## config.mk

```make
export PLATFORM = sky130hd
export DESIGN_NAME = fetch_unit
export DESIGN_NICKNAME = d
export VERILOG_FILES = /design/src/rtl/fetch_unit.sv
export SDC_FILE = /design/constraint.sdc
export NUM_CORES = 1
export LEC_CHECK = 0
export BUFFER_PORTS_ARGS = -buffer_cell sky130_fd_sc_hd__buf_2
export CAP_MARGIN = 20
export CORE_MARGIN = 3
export CORE_UTILIZATION = 50
export CTS_CLUSTER_DIAMETER = 80
export DETAILED_ROUTE_END_ITERATION = 8
export GPL_TIMING_DRIVEN = 0
export HOLD_SLACK_MARGIN = 0.15
export PLACE_DENSITY = 0.78
export SYNTH_ARGS = -nofsm -noshare
export SYNTH_HDL_FRONTEND = slang
export SYNTH_SLANG_ARGS = --single-unit
```

## constraint.sdc

```tcl
create_clock -name clk -period 3.95 [get_ports clk]
set_input_delay 0.79 -clock clk [delete_from_list [all_inputs] [get_ports clk]]
set_output_delay 0.79 -clock clk [all_outputs]
set_load 0.01 [all_outputs]
```

## src/rtl/fetch_unit.sv

```systemverilog
// fetch_unit: instruction fetch address sequencer.
//
// Drives the fetch address into a one-cycle-latency instruction memory and
// tracks which address is currently on the memory's inst output. After reset
// it spends BOOT_CYCLES cycles in BOOT, then fetches sequentially from
// RESET_PC. Taken jumps from execute redirect the stream and stalls from the
// hazard logic freeze it.
//
// Ports
//   clk          in   rising-edge clock
//   rst_n        in   asynchronous active-low reset
//   stall_in     in   hazard stall request
//   jump_in      in   taken branch/jump request
//   jump_target  in   [31:0] byte address of the redirect
//   pc           out  [31:0] fetch address (memory indexes pc[31:2])
//   is_jump      out  memory loads a bubble into inst
//   is_stoll     out  memory holds inst
//   id_pc        out  [31:0] address of the instruction on inst
//   id_valid     out  inst/id_pc hold a real instruction
//   misalign_err out  one-cycle pulse after a jump to a non-word-aligned target
//   fetch_count  out  [31:0] instructions handed to decode
//
// state    | meaning
// ---------+-----------------------------------------------------------
// BOOT     | post-reset wait, memory fed bubbles, inputs ignored
// REDIRECT | pc holds a fresh target, inst is a bubble (id_valid=0)
// RUN      | sequential fetch, inst holds a real instruction

module fetch_unit #(
    parameter logic [31:0] RESET_PC    = 32'h0000_0000,
    parameter int          BOOT_CYCLES = 2
) (
    input  logic        clk,
    input  logic        rst_n,
    input  logic        stall_in,
    input  logic        jump_in,
    input  logic [31:0] jump_target,
    output logic [31:0] pc,
    output logic        is_jump,
    output logic        is_stoll,
    output logic [31:0] id_pc,
    output logic        id_valid,
    output logic        misalign_err,
    output logic [31:0] fetch_count
);

    typedef enum logic [1:0] {
        BOOT     = 2'd0,
        REDIRECT = 2'd1,
        RUN      = 2'd2
    } state_t;

    // Count value on which the BOOT_CYCLES-th edge leaves BOOT.
    localparam logic [3:0] BOOT_LAST = 4'(BOOT_CYCLES - 1);

    state_t      state_q;
    logic [3:0]  boot_cnt_q;
    logic [31:0] pc_q;
    logic [31:0] id_pc_q;
    logic [31:0] fetch_count_q;
    logic        misalign_q;
    logic        in_boot;

    assign in_boot = (state_q == BOOT);

    // BOOT always feeds bubbles; afterwards a jump wins over a stall.
    assign is_jump  = in_boot | jump_in;
    assign is_stoll = stall_in & ~is_jump;

    always_ff @(posedge clk or negedge rst_n) begin
        if (!rst_n) begin
            state_q       <= BOOT;
            boot_cnt_q    <= 4'd0;
            pc_q          <= RESET_PC;
            id_pc_q       <= 32'h0000_0000;
            fetch_count_q <= 32'h0000_0000;
            misalign_q    <= 1'b0;
        end else begin
            misalign_q <= 1'b0;
            case (state_q)
                BOOT: begin
                    if (boot_cnt_q == BOOT_LAST) begin
                        state_q    <= REDIRECT;
                        boot_cnt_q <= 4'd0;
                    end else begin
                        boot_cnt_q <= boot_cnt_q + 4'd1;
                    end
                end
                default: begin
                    if (jump_in) begin
                        // id_pc is left alone: inst becomes a bubble anyway.
                        pc_q       <= {jump_target[31:2], 2'b00};
                        state_q    <= REDIRECT;
                        misalign_q <= |jump_target[1:0];
                    end else if (!stall_in) begin
                        pc_q    <= pc_q + 32'd4;
                        id_pc_q <= pc_q;
                        state_q <= RUN;
                        if (state_q == RUN) begin
                            fetch_count_q <= fetch_count_q + 32'd1;
                        end
                    end
                end
            endcase
        end
    end

    assign pc           = pc_q;
    assign id_pc        = id_pc_q;
    assign id_valid     = (state_q == RUN);
    assign misalign_err = misalign_q;
    assign fetch_count  = fetch_count_q;

endmodule

```

==> out/metrics.yaml, run 1 <==
cts:
  ctsRootBufferMaster: "clkbuf_8"
  clk_pin_slew_ns: 0.10
  hold_buffers: 0
  ctsResizeCount: 0
  htree_levels: 3
  tritoncts: "yes"
  clock_path_buffers: 2
  clock-sinks: 99
  cts_buffers: 9
  postCtsSetupBuffers: 0
  clk_latency_ns: 0.37
drt:
  dr.pass1.iters: 4
  routedWlPerCell_um: 16.07
  drt_wl_total_um: 12900
  ant_nets: 0
  drcViolationCount: 0
  drt_iter0_drc: 253
  routed-via-count: 4397
  routed_via_density: 5.476
floorplanning:
  core_sq_mm: 0.009371
  rows: 35
  die_area_sq_mm: 0.01098
  die_w_um: 104.8
  io_pins: 136
  start_util_pct: 52.07
  die_h_um: 104.8
setup_path:
  worstPathArrival_ns: 1.91
  cp-end-kind: "output port"
  path_max_fanout: 10
  path_cells: "buf_2, inv_1, clkbuf_1, nand2_1, nor2_1, buf_2"
  critPathLaunchType: "input port"
  cp_slowest_cell: "clkbuf_1"
  crit_top_cell: "buf_2"
  critPathTopFamily: "buffers and inverters"
  worstSetupPathType: "input port to output port"
  max_stage_delay_ns: 0.44
  worst-path-buf-inv: 4
  critPathRequiredTime_ns: 3.16
flow_run:
  cap_violations: 0
placed_design:
  gp_congestion: 0.9197
  portBuffers: 131
  pre_cts_ws_ns: 1.260
  place_inst: 787
  hpwl_um: 9502
finish:
  drive_gt1_share_pct: 25.52
  n_fill_cell: 815
  final_cells: 803
  diodes: 0
  final_nets: 707
  fin_util_pct: 63.86
  seq_area_sq_mm: 0.002477
  multi_input_area_sq_mm: 0.002265
  area_growth_syn_to_layout_pct: 22.64
timing:
  grt_setup_unrepaired: "false"
  setup-tns-final_ns: 0
  hold_violations: 0
  post-route-min-period_ns: 2.698
  worst-slew-pin-transition_ns: 0.9715
  worst_slack_ns: 1.252
  slew_headroom_pct: 35.23
  period_share_pct: 68.30
  fin_skew_ns: 0.01877
  final_max_slew_viol_count: 0
  max_freq_mhz: 370.7
  finalSetupViolations: 0
synthesis:
  ys_seq_elements: 99
  yosysTopAreaCell: "dfrtp_1"
  ys_seq_area_share_pct: 50.77
  ys_async_sr_fraction_pct: 100.0
  synthTopCellsByCount: "nand2_1 (131), dfrtp_1 (99), nand3_1 (30), nor2_1 (30), xnor2_1 (24)"
  synth_top_area_share_pct: 50.77
  yosys_warnings: 0
  synth.top_cells.by_area: "dfrtp_1 (51%), nand2_1 (10%), xnor2_1 (4.3%)"
  ys.flop_type: "dfrtp_1"
  synth_edf_count: 0
  avgSynthCellArea_sq_um: 9.330
  syn_area_sq_mm: 0.004880
  synth_most_common_cell: "nand2_1"
  syn_inst: 523
  ys_types: 49
global_routing:
  grt_pass1_wl_um: 21130
  grt_max_degree: 75
  grt_pass1_vias: 4300
  grt-ovfl-total: 0
  antenna_found_initial: 0
  grt_usage_pct: 23.62
worst_hold_path:
  worstHoldPathType: "input port to asynchronous set/reset pin"
status:
  status: "completed"
pwr:
  p_leak_nw: 3.041
  p_per_area_mw_per_mm2: 657.5
  ir_worst_vdd_mv: 0.4801
[layer usage]
layer	routed length (um)	GRT usage (%)
met5	0	0
met2	6184	38.54
met3	723	3.891
met1	5680	31.32
met4	315	9.841
[layout by cell type, fill, tap and decap left out, types with 2 or more instances in the layout]
| cell type | Yosys | routed |
|---|---|---|
| nand3_1 | 30 | 30 |
| ha_1 | 2 | 2 |
| a221o_1 | 4 | 4 |
| buf_1 | 3 | 3 |
| nor4_1 | 2 | 2 |
| clkbuf_1 | 18 | 18 |
| and4_1 | 6 | 6 |
| a21oi_1 | 23 | 23 |
| mux2i_1 | 14 | 14 |
| or2_2 | 5 | 5 |
| o22ai_1 | 18 | 18 |
| o21ai_0 | 9 | 9 |
| inv_6 | 0 | 2 |
| o211ai_1 | 2 | 2 |
| nor2_1 | 30 | 30 |
| nor3_2 | 6 | 6 |
| and3_1 | 10 | 10 |
| dfrtp_1 | 99 | 99 |
| buf_4 | 4 | 5 |
| buf_2 | 2 | 132 |
| a31oi_1 | 3 | 3 |
| nor3_1 | 12 | 12 |
| clkbuf_8 | 0 | 9 |
| a311oi_1 | 4 | 4 |
| nor2b_1 | 2 | 2 |
| nand2_1 | 131 | 131 |
| or4_1 | 2 | 2 |
| inv_1 | 5 | 5 |
| xor2_1 | 11 | 11 |
| xnor2_1 | 24 | 24 |
| clkinvlp_4 | 0 | 2 |
| conb_1 | 1 | 4 |
| bufinv_16 | 0 | 3 |
| a211oi_1 | 3 | 3 |
| nand4_1 | 20 | 20 |
[where the power goes]
part | internal, mW | switching (mW)
registers | 1.34 | 0.381
clock network | 0.425 | 0.369
logic | 0.572 | 0.848
total | 2.34 | 1.60
[worst paths after layout]
path,start,to,slack [ns],depth (start not counted)
max,jump_in,is_stoll,1.25,6
min,rst_n,fetch_count[8]$_DFFE_PN0P_,0.32,1
max reg2reg,state_q[0]$_DFFE_PN0P_,fetch_count[29]$_DFFE_PN0P_,1.85,5
min reg2reg,id_pc[26]$_DFFE_PN0P_,id_pc[26]$_DFFE_PN0P_,0.48,2
max in group asynchronous,rst_n,pc[20]$_DFFE_PN0N_,2.94,2
min in group clk,id_pc[26]$_DFFE_PN0P_,id_pc[26]$_DFFE_PN0P_,0.48,2
[registers in the layout, indices dropped and copies added (netlist names)]
name and count:
id_pc 30, misalign_err 1, boot_cnt_q 4, fetch_count 32, pc 30, state_q 2
[layout make-up]
cell class                      count  share of cell area [%]
Timing Repair Buffer              132                   11.46
Buffer                             28                   2.174
Clock inverter                      7                   2.049
Multi-Input combinational cell    394                   37.84
Sequential cell                    99                   41.40
Clock buffer                        9                   2.070
Inverter                            5                  0.3136
Tap cell                          129                   2.697
[kinds of logic (layout without fill, tap and decap cells)]
kind of cell / after synthesis / in the layout / share of synthesized area [%]
buffers and inverters: 33 / 181 / 3.051
AOI/OAI and AO/OA: 71 / 71 / 9.179
adders and majority gates: 2 / 2 / 0.5127
xor gates and xnor gates: 35 / 35 / 6.282
and+or+nand+nor: 267 / 267 / 27.03
muxes: 15 / 15 / 3.102
DFF: 99 / 99 / 50.77
other: 1 / 4 / 0.07685
[stage by stage]
step           total power [mW]  hold slack, ns  instance area, sq um
3_3_place_gp              3.099          0.4536                  5708
6_report                  3.935          0.3226                  5984
2_1_floorplan             2.509          0.4465                  4891
5_1_grt                   4.213          0.3372                  5984
3_5_place_dp              3.159          0.4574                  5738
4_1_cts                   3.959          0.3392                  5984
[worst register-to-register path, stage by stage, from the launching register on]
cell	delay, ns
dfrtp_1	0.47
nor4b_4	0.53
nand4_4	0.20
nor4_2	0.47
nand4_1	0.17
xnor2_1	0.15
(Power assumes the default switching activity.)
==> run 2, diff against run 1 <==
Settings changed: ABC_AREA set to 1, CORE_UTILIZATION 50 to 49.
Clock period 3.95 ns to 2.3 ns, I/O delays scaled along.
==> out/metrics.yaml, run 2 <==
timing:
  fin_skew_ns: 0.008924  # -0.009846 ns
  worst-slew-pin-transition_ns: 0.5809  # -0.3906 ns
  grt_setup_unrepaired: "false"
  finalSetupViolations: 0  # unchanged
  max_freq_mhz: 495.5
  slew_headroom_pct: 61.27  # +26 points
  post-route-min-period_ns: 2.018
  hold_violations: 0  # unchanged
  worst_slack_ns: 0.2818  # -0.9704 ns
  period_share_pct: 87.75
  final_max_slew_viol_count: 0  # unchanged
placed_design:
  hpwl_um: 11460  # +21%
  portBuffers: 131  # unchanged
  pre_cts_ws_ns: 0.2666  # -0.9929 ns
  gp_congestion: 0.9270  # +0.79%
  postPlaceCellArea_sq_mm: 0.006439  # +12%
synthesis:
  ys_types: 37  # -24%
  yosys_warnings: 0  # unchanged
  synth_top_area_share_pct: 44.50  # -6.3 points
  syn_inst: 795  # +52%
  avgSynthCellArea_sq_um: 7.002  # -25%
  synthSimpleGateAreaFrac_pct: 36.41  # +9.4 points
  synthTopCellsByCount: "nand2_1 (282), nor2_1 (117), dfrtp_1 (99), inv_1 (81), o21ai_0 (56)"
  synth_top_family_by_area: "simple AND/OR/NAND/NOR gates"
  synth_edf_count: 0  # unchanged
  ys_seq_elements: 99  # unchanged
  synth_compound_area_share_pct: 7.462  # -1.7 points
  ys_async_sr_fraction_pct: 100.0  # unchanged
  synth.top_cells.by_area: "dfrtp_1 (45%), nand2_1 (19%), nor2_1 (7.9%)"
  synth_fa_ha_area_share_pct: 0.4495  # -0.063 points
  ys.flop_type: "dfrtp_1"
  synth_mux_area_share_pct: 0  # -3.1 points
  yosysTopAreaCell: "dfrtp_1"
  syn_area_sq_mm: 0.005567  # +14%
  synth_xor_area_share_pct: 3.304  # -3.0 points
  ys_seq_area_share_pct: 44.50  # -6.3 points
  synth_most_common_cell: "nand2_1"
finish:
  final_area_sq_mm: 0.006764  # +13%
  final_common_cell: "nand2_1"
  multi_input_area_sq_mm: 0.002666  # +18%
  final_nets: 980  # +39%
  diodes: 0  # unchanged
  n_fill_cell: 991  # +22%
  area_growth_syn_to_layout_pct: 21.51
  layout_common_cells: "nand2_1 (282), buf_2 (139), nor2_1 (117)"
  drive_gt1_share_pct: 19.43  # -6.1 points
  seq_area_sq_mm: 0.002477  # unchanged
  largest_reg_flops: 32  # unchanged
cts:
  cts_buffers: 9  # unchanged
  tritoncts: "yes"
  ctsResizeCount: 0  # unchanged
  htree_levels: 3  # unchanged
  clock_path_buffers: 2  # unchanged
  clk_pin_slew_ns: 0.07  # -0.03 ns
  clk_latency_ns: 0.34  # -0.03 ns
  ctsRootBufferMaster: "clkbuf_16"
  clock-sinks: 99  # unchanged
setup_path:
  r2r_end: "pc[22]$_DFFE_PN0N_"
  critPathRequiredTime_ns: 1.84  # -1.32 ns
  worstPathArrival_ns: 1.56  # -0.35 ns
  worstSetupPathType: "input port to output port"
  cp-end-kind: "output port"
  rrSetupSlack_ns: 0.46  # -1.39 ns
  r2r-start: "pc[3]$_DFFE_PN0N_"
  path_max_fanout: 10  # unchanged
  worst_r2r_path_depth: 10  # +5
  critPathLaunchType: "input port"
  cp-startpoint: "jump_in"
worst_hold_path:
  worstHoldPathType: "input port to register"
  hold_start: "jump_target[0]"
  whs_endpoint: "misalign_err$_DFF_PN0_"
  min_delay_path_depth: 3
drt:
  routed-via-count: 5504  # +25%
  drt_wl_total_um: 14960  # +16%
  ant_nets: 0  # unchanged
  drcViolationCount: 0  # unchanged
  routed_via_density: 5.063  # -7.5%
  drt_iter0_drc: 433  # +71%
  routedWlPerCell_um: 13.76  # -14%
  dr.pass1.iters: 8  # +4
global_routing:
  grt_pass1_vias: 5173  # +20%
  grt_usage_pct: 24.32  # +0.70 points
  antenna_found_initial: 0  # unchanged
  grt-ovfl-total: 0  # unchanged
  grt_max_degree: 60  # -20%
  grt_pass1_wl_um: 24770  # +17%
pwr:
  p_per_area_mw_per_mm2: 870.6  # +32%
  p_leak_nw: 3.521  # +16%
  ir_worst_vdd_mv: 0.5229  # +8.9%
floorplanning:
  io_pins: 136  # unchanged
  die_h_um: 112.6  # +7.4%
  core_sq_mm: 0.01098  # +17%
  die_w_um: 112.6  # +7.4%
  rows: 38  # +8.6%
  die_area_sq_mm: 0.01268  # +15%
  start_util_pct: 50.68  # -1.4 points
flow_run:
  cap_violations: 0  # unchanged
status:
  status: "completed"
run 2: changes by cell type in the layout (fill, tap and decap cells not counted), moves of 10 or more:
cell / change
a21oi_1: -13
and3_1: -10
inv_1: +76
mux2i_1: -14
nand2_1: +151
nand3_1: +16
nand4_1: -14
nor2_1: +87
o21ai_0: +47
o22ai_1: -17
xnor2_1: -13
run 2: metal layers:
layer / global-route usage [%] / wire length (um)
met1: 30.83 / 6247
met2: 41.27 / 7245
met3: 5.229 / 1109
met4: 8.253 / 354
met5: 0 / 0
run 2: critical path, stage by stage:
cell and delay, ns:
buf_2 0.12, inv_4 0.12, clkbuf_1 0.43, nand2_1 0.17, nor2_1 0.11, buf_2 0.13
run 2: report_power, final:
group | internal [mW] | total [mW] | switching [mW]
sequential | 2.14 | 2.57 | 0.423
combinational | 0.649 | 1.75 | 1.10
clock | 0.933 | 1.57 | 0.640
total | 3.73 | 5.89 | 2.16
run 2: how the worst max path moves through the flow:
stage / endpoint / slack (ns) / cells after the start
final: is_stoll / 0.28 / 6
after global placement: pc[27]$_DFFE_PN0N_ / -0.27 / 1
after detailed placement: is_stoll / 0.27 / 6
after CTS: is_stoll / 0.29 / 6
after global routing: is_stoll / 0.15 / 6
after floorplan: is_stoll / 0.68 / 4
run 2: repair_timing:
| item | 4_1_cts | 5_1_grt |
|---|---|---|
| endpoints found under the hold margin | 40 | 0 |
| buffers inserted | 0 | 0 |
| setup endpoints to repair | 0 | 0 |
| hold buffers | 1 | 0 |
run 2: logic make-up (layout without fill, tap and decap cells):
group,after synthesis,count (layout)
buf+inv,108,257
flops,99,99
other cells,1,4
xor+xnor,21,21
simple gates,484,484
fa+ha+maj,2,2
compound gates,80,80
run 2: metrics by stage:
stage	power, mW	util [%]	setup TNS [ns]	hold slack, ns	instances
2_1_floorplan	3.520	-	0	0.1644	798
3_3_place_gp	4.292	58.35	-26.10	0.4545	1069
3_5_place_dp	4.339	58.62	0	0.4540	1070
4_1_cts	5.933	61.59	0	0.3542	1087
5_1_grt	6.285	61.59	0	0.3661	1087
6_report	5.888	61.59	0	0.3646	1087
run 2: cell type report:
class	count	area share, %
clock buffers	13	3.996
flip-flops and latches	99	36.63
plain buffers	24	1.720
multi-input cells	591	39.42
inverters	84	4.698
repair buffers	133	10.28
well taps	140	2.590
clock inverters	3	0.6659
==> run 3, diff against run 2 <==
Settings changed: RECOVER_POWER set to 100, SETUP_SLACK_MARGIN set to 0.2.
==> out/metrics.yaml, run 3 (synthesized netlist as in run 2, its figures left out) <==
status:
  status: "completed"
worst_hold_path:
  whs_endpoint: "misalign_err$_DFF_PN0_"
  hold_start: "jump_target[0]"
  worstHoldPathType: "input port to register"
  min_delay_path_depth: 3  # unchanged
drt:
  routed_via_density: 5.048  # -0.31%
  dr.pass1.iters: 6  # -2
  routed-via-count: 5487  # -0.31%
  drt_wl_total_um: 15000  # +0.31%
  ant_nets: 0  # unchanged
  drt_iter0_drc: 405  # -6.5%
  routedWlPerCell_um: 13.80  # +0.31%
  drcViolationCount: 0  # unchanged
global_routing:
  top_usage_layer: "met2"
  grt_use_met1_pct: 30.83  # unchanged
  grt_pass1_vias: 5173  # unchanged
  grt_usage_pct: 24.32  # unchanged
  grt_util_met2_pct: 41.27  # unchanged
  antenna_found_initial: 0  # unchanged
  grt_pass1_wl_um: 24770  # unchanged
  grt_max_degree: 60  # unchanged
  grt-ovfl-total: 0  # unchanged
  grtUsageMet3_pct: 5.229  # unchanged
pwr:
  p_per_area_mw_per_mm2: 880.1  # +1.1%
  ir_worst_vdd_mv: 0.5143  # -1.6%
  p_leak_nw: 3.162  # -10%
setup_path:
  rrSetupSlack_ns: 0.34  # -0.12 ns
  cp-end-kind: "register"
  r2r-start: "state_q[1]$_DFFE_PN0P_"
  path_max_fanout: 10  # unchanged
  worst_r2r_path_depth: 8  # -2
  worstSetupPathType: "register to register"
  critPathLaunchType: "register"
  worstPathArrival_ns: 2.20  # +0.64 ns
  critPathRequiredTime_ns: 2.54  # +0.70 ns
  r2r_end: "pc[26]$_DFFE_PN0N_"
timing:
  setup-tns-final_ns: 0  # unchanged
  grt_setup_unrepaired: "false"
  hold_violations: 0  # unchanged
  post-route-min-period_ns: 1.958  # -0.06043 ns
  final_max_slew_viol_count: 0  # unchanged
  finalSetupViolations: 0  # unchanged
  period_share_pct: 85.12  # -2.6 points
  fin_skew_ns: 0.009209  # +0.0002848 ns
  worst-slew-pin-transition_ns: 0.9967  # +0.4158 ns
  holdWs_ns: 0.3576  # -0.007014 ns
  slew_headroom_pct: 33.55  # -28 points
  max_freq_mhz: 510.8  # +3.1%
cts:
  clock-sinks: 99  # unchanged
  htree_levels: 3  # unchanged
  ctsRootBufferMaster: "clkbuf_16"
  tritoncts: "yes"
  clock_path_buffers: 2  # unchanged
  cts_buffers: 9  # unchanged
  clk_latency_ns: 0.35  # about the same
  clk_pin_slew_ns: 0.07  # about the same
finish:
  final_cells: 1087  # unchanged
  area_growth_syn_to_layout_pct: 17.82
  final_nets: 980  # unchanged
  diodes: 0  # unchanged
  final_common_cell: "nand2_1"
  largest_reg_flops: 32  # unchanged
  drive_gt1_share_pct: 6.969  # -12 points
  layout_common_cells: "nand2_1 (285), nor2_1 (125), clkbuf_1 (113)"
floorplanning:
  io_pins: 136  # unchanged
  core_sq_mm: 0.01098  # unchanged
  die_w_um: 112.6  # unchanged
  die_h_um: 112.6  # unchanged
  rows: 38  # unchanged
  start_util_pct: 50.68  # unchanged
  die_area_sq_mm: 0.01268  # unchanged
flow_run:
  cap_violations: 0  # unchanged
placed_design:
  hpwl_um: 11460  # unchanged
  place_inst: 1070  # unchanged
  portBuffers: 131  # unchanged
  gp_congestion: 0.9270  # unchanged
[run 3: cell count changes in the layout (fill, tap and decap cells not counted), sizes merged]
cell and delta:
buf -106, clkbuf +106
[run 3: worst max path at each step]
| stage | start | endpoint | slack, ns |
|---|---|---|---|
| after CTS | jump_in | is_stoll | 0.29 |
| after floorplan | jump_in | is_stoll | 0.68 |
| after detailed placement | jump_in | is_stoll | 0.27 |
| final | state_q[1]$_DFFE_PN0P_ | pc[26]$_DFFE_PN0N_ | 0.34 |
| after global placement | rst_n | pc[27]$_DFFE_PN0N_ | -0.27 |
| after global routing | state_q[1]$_DFFE_PN0P_ | pc[28]$_DFFE_PN0N_ | 0.13 |
[run 3: cell type report]
type / count / area, sq um
Timing Repair Buffer: 133 / 556.8
Fill cell: 1065 / 4424
Tap cell: 140 / 175.2
Clock buffer: 13 / 270.3
Multi-Input combinational cell: 591 / 2608
Buffer: 24 / 108.9
Sequential cell: 99 / 2477
Clock inverter: 3 / 45.04
Inverter: 84 / 317.8
[run 3: per-stage QoR]
step	power, mW	util [%]	worst slack [ns]	cell area, sq um
5_1_grt	6.173	59.72	0.1300	6559
4_1_cts	5.933	61.59	0.2913	6764
3_5_place_dp	4.339	58.62	0.2666	6439
3_3_place_gp	4.292	58.35	-0.2706	6409
2_1_floorplan	3.520	-	0.6782	5578
6_report	5.773	59.72	0.3422	6559
[run 3: report_power, final]
part	switching [mW]	internal [mW]
Clock	0.639	0.933
Sequential	0.435	2.14
Combinational	1.09	0.531
[run 3: routing by layer]
metal	routed length [um]	vias up
met1	6233	2487
li1	-	2763
met3	1160	27
met2	7252	210
met5	0	-
met4	357	0
[run 3: repair_timing]
action,in CTS,in global routing
setup buffers,0,0
hold buffers,1,0
endpoints found under the setup margin,0,1
gates resized for setup,0,2
endpoints found under the hold margin,40,0
[run 3: worst max-delay path, cell delays in order, from the launching register on]
cell and delay, ns:
dfrtp_1 0.40, nor2_2 0.24, a21oi_1 0.09, inv_1 0.08, clkbuf_1 0.44, clkbuf_2 0.40
nor2_1 0.08, nand2_1 0.07, nand2_1 0.04
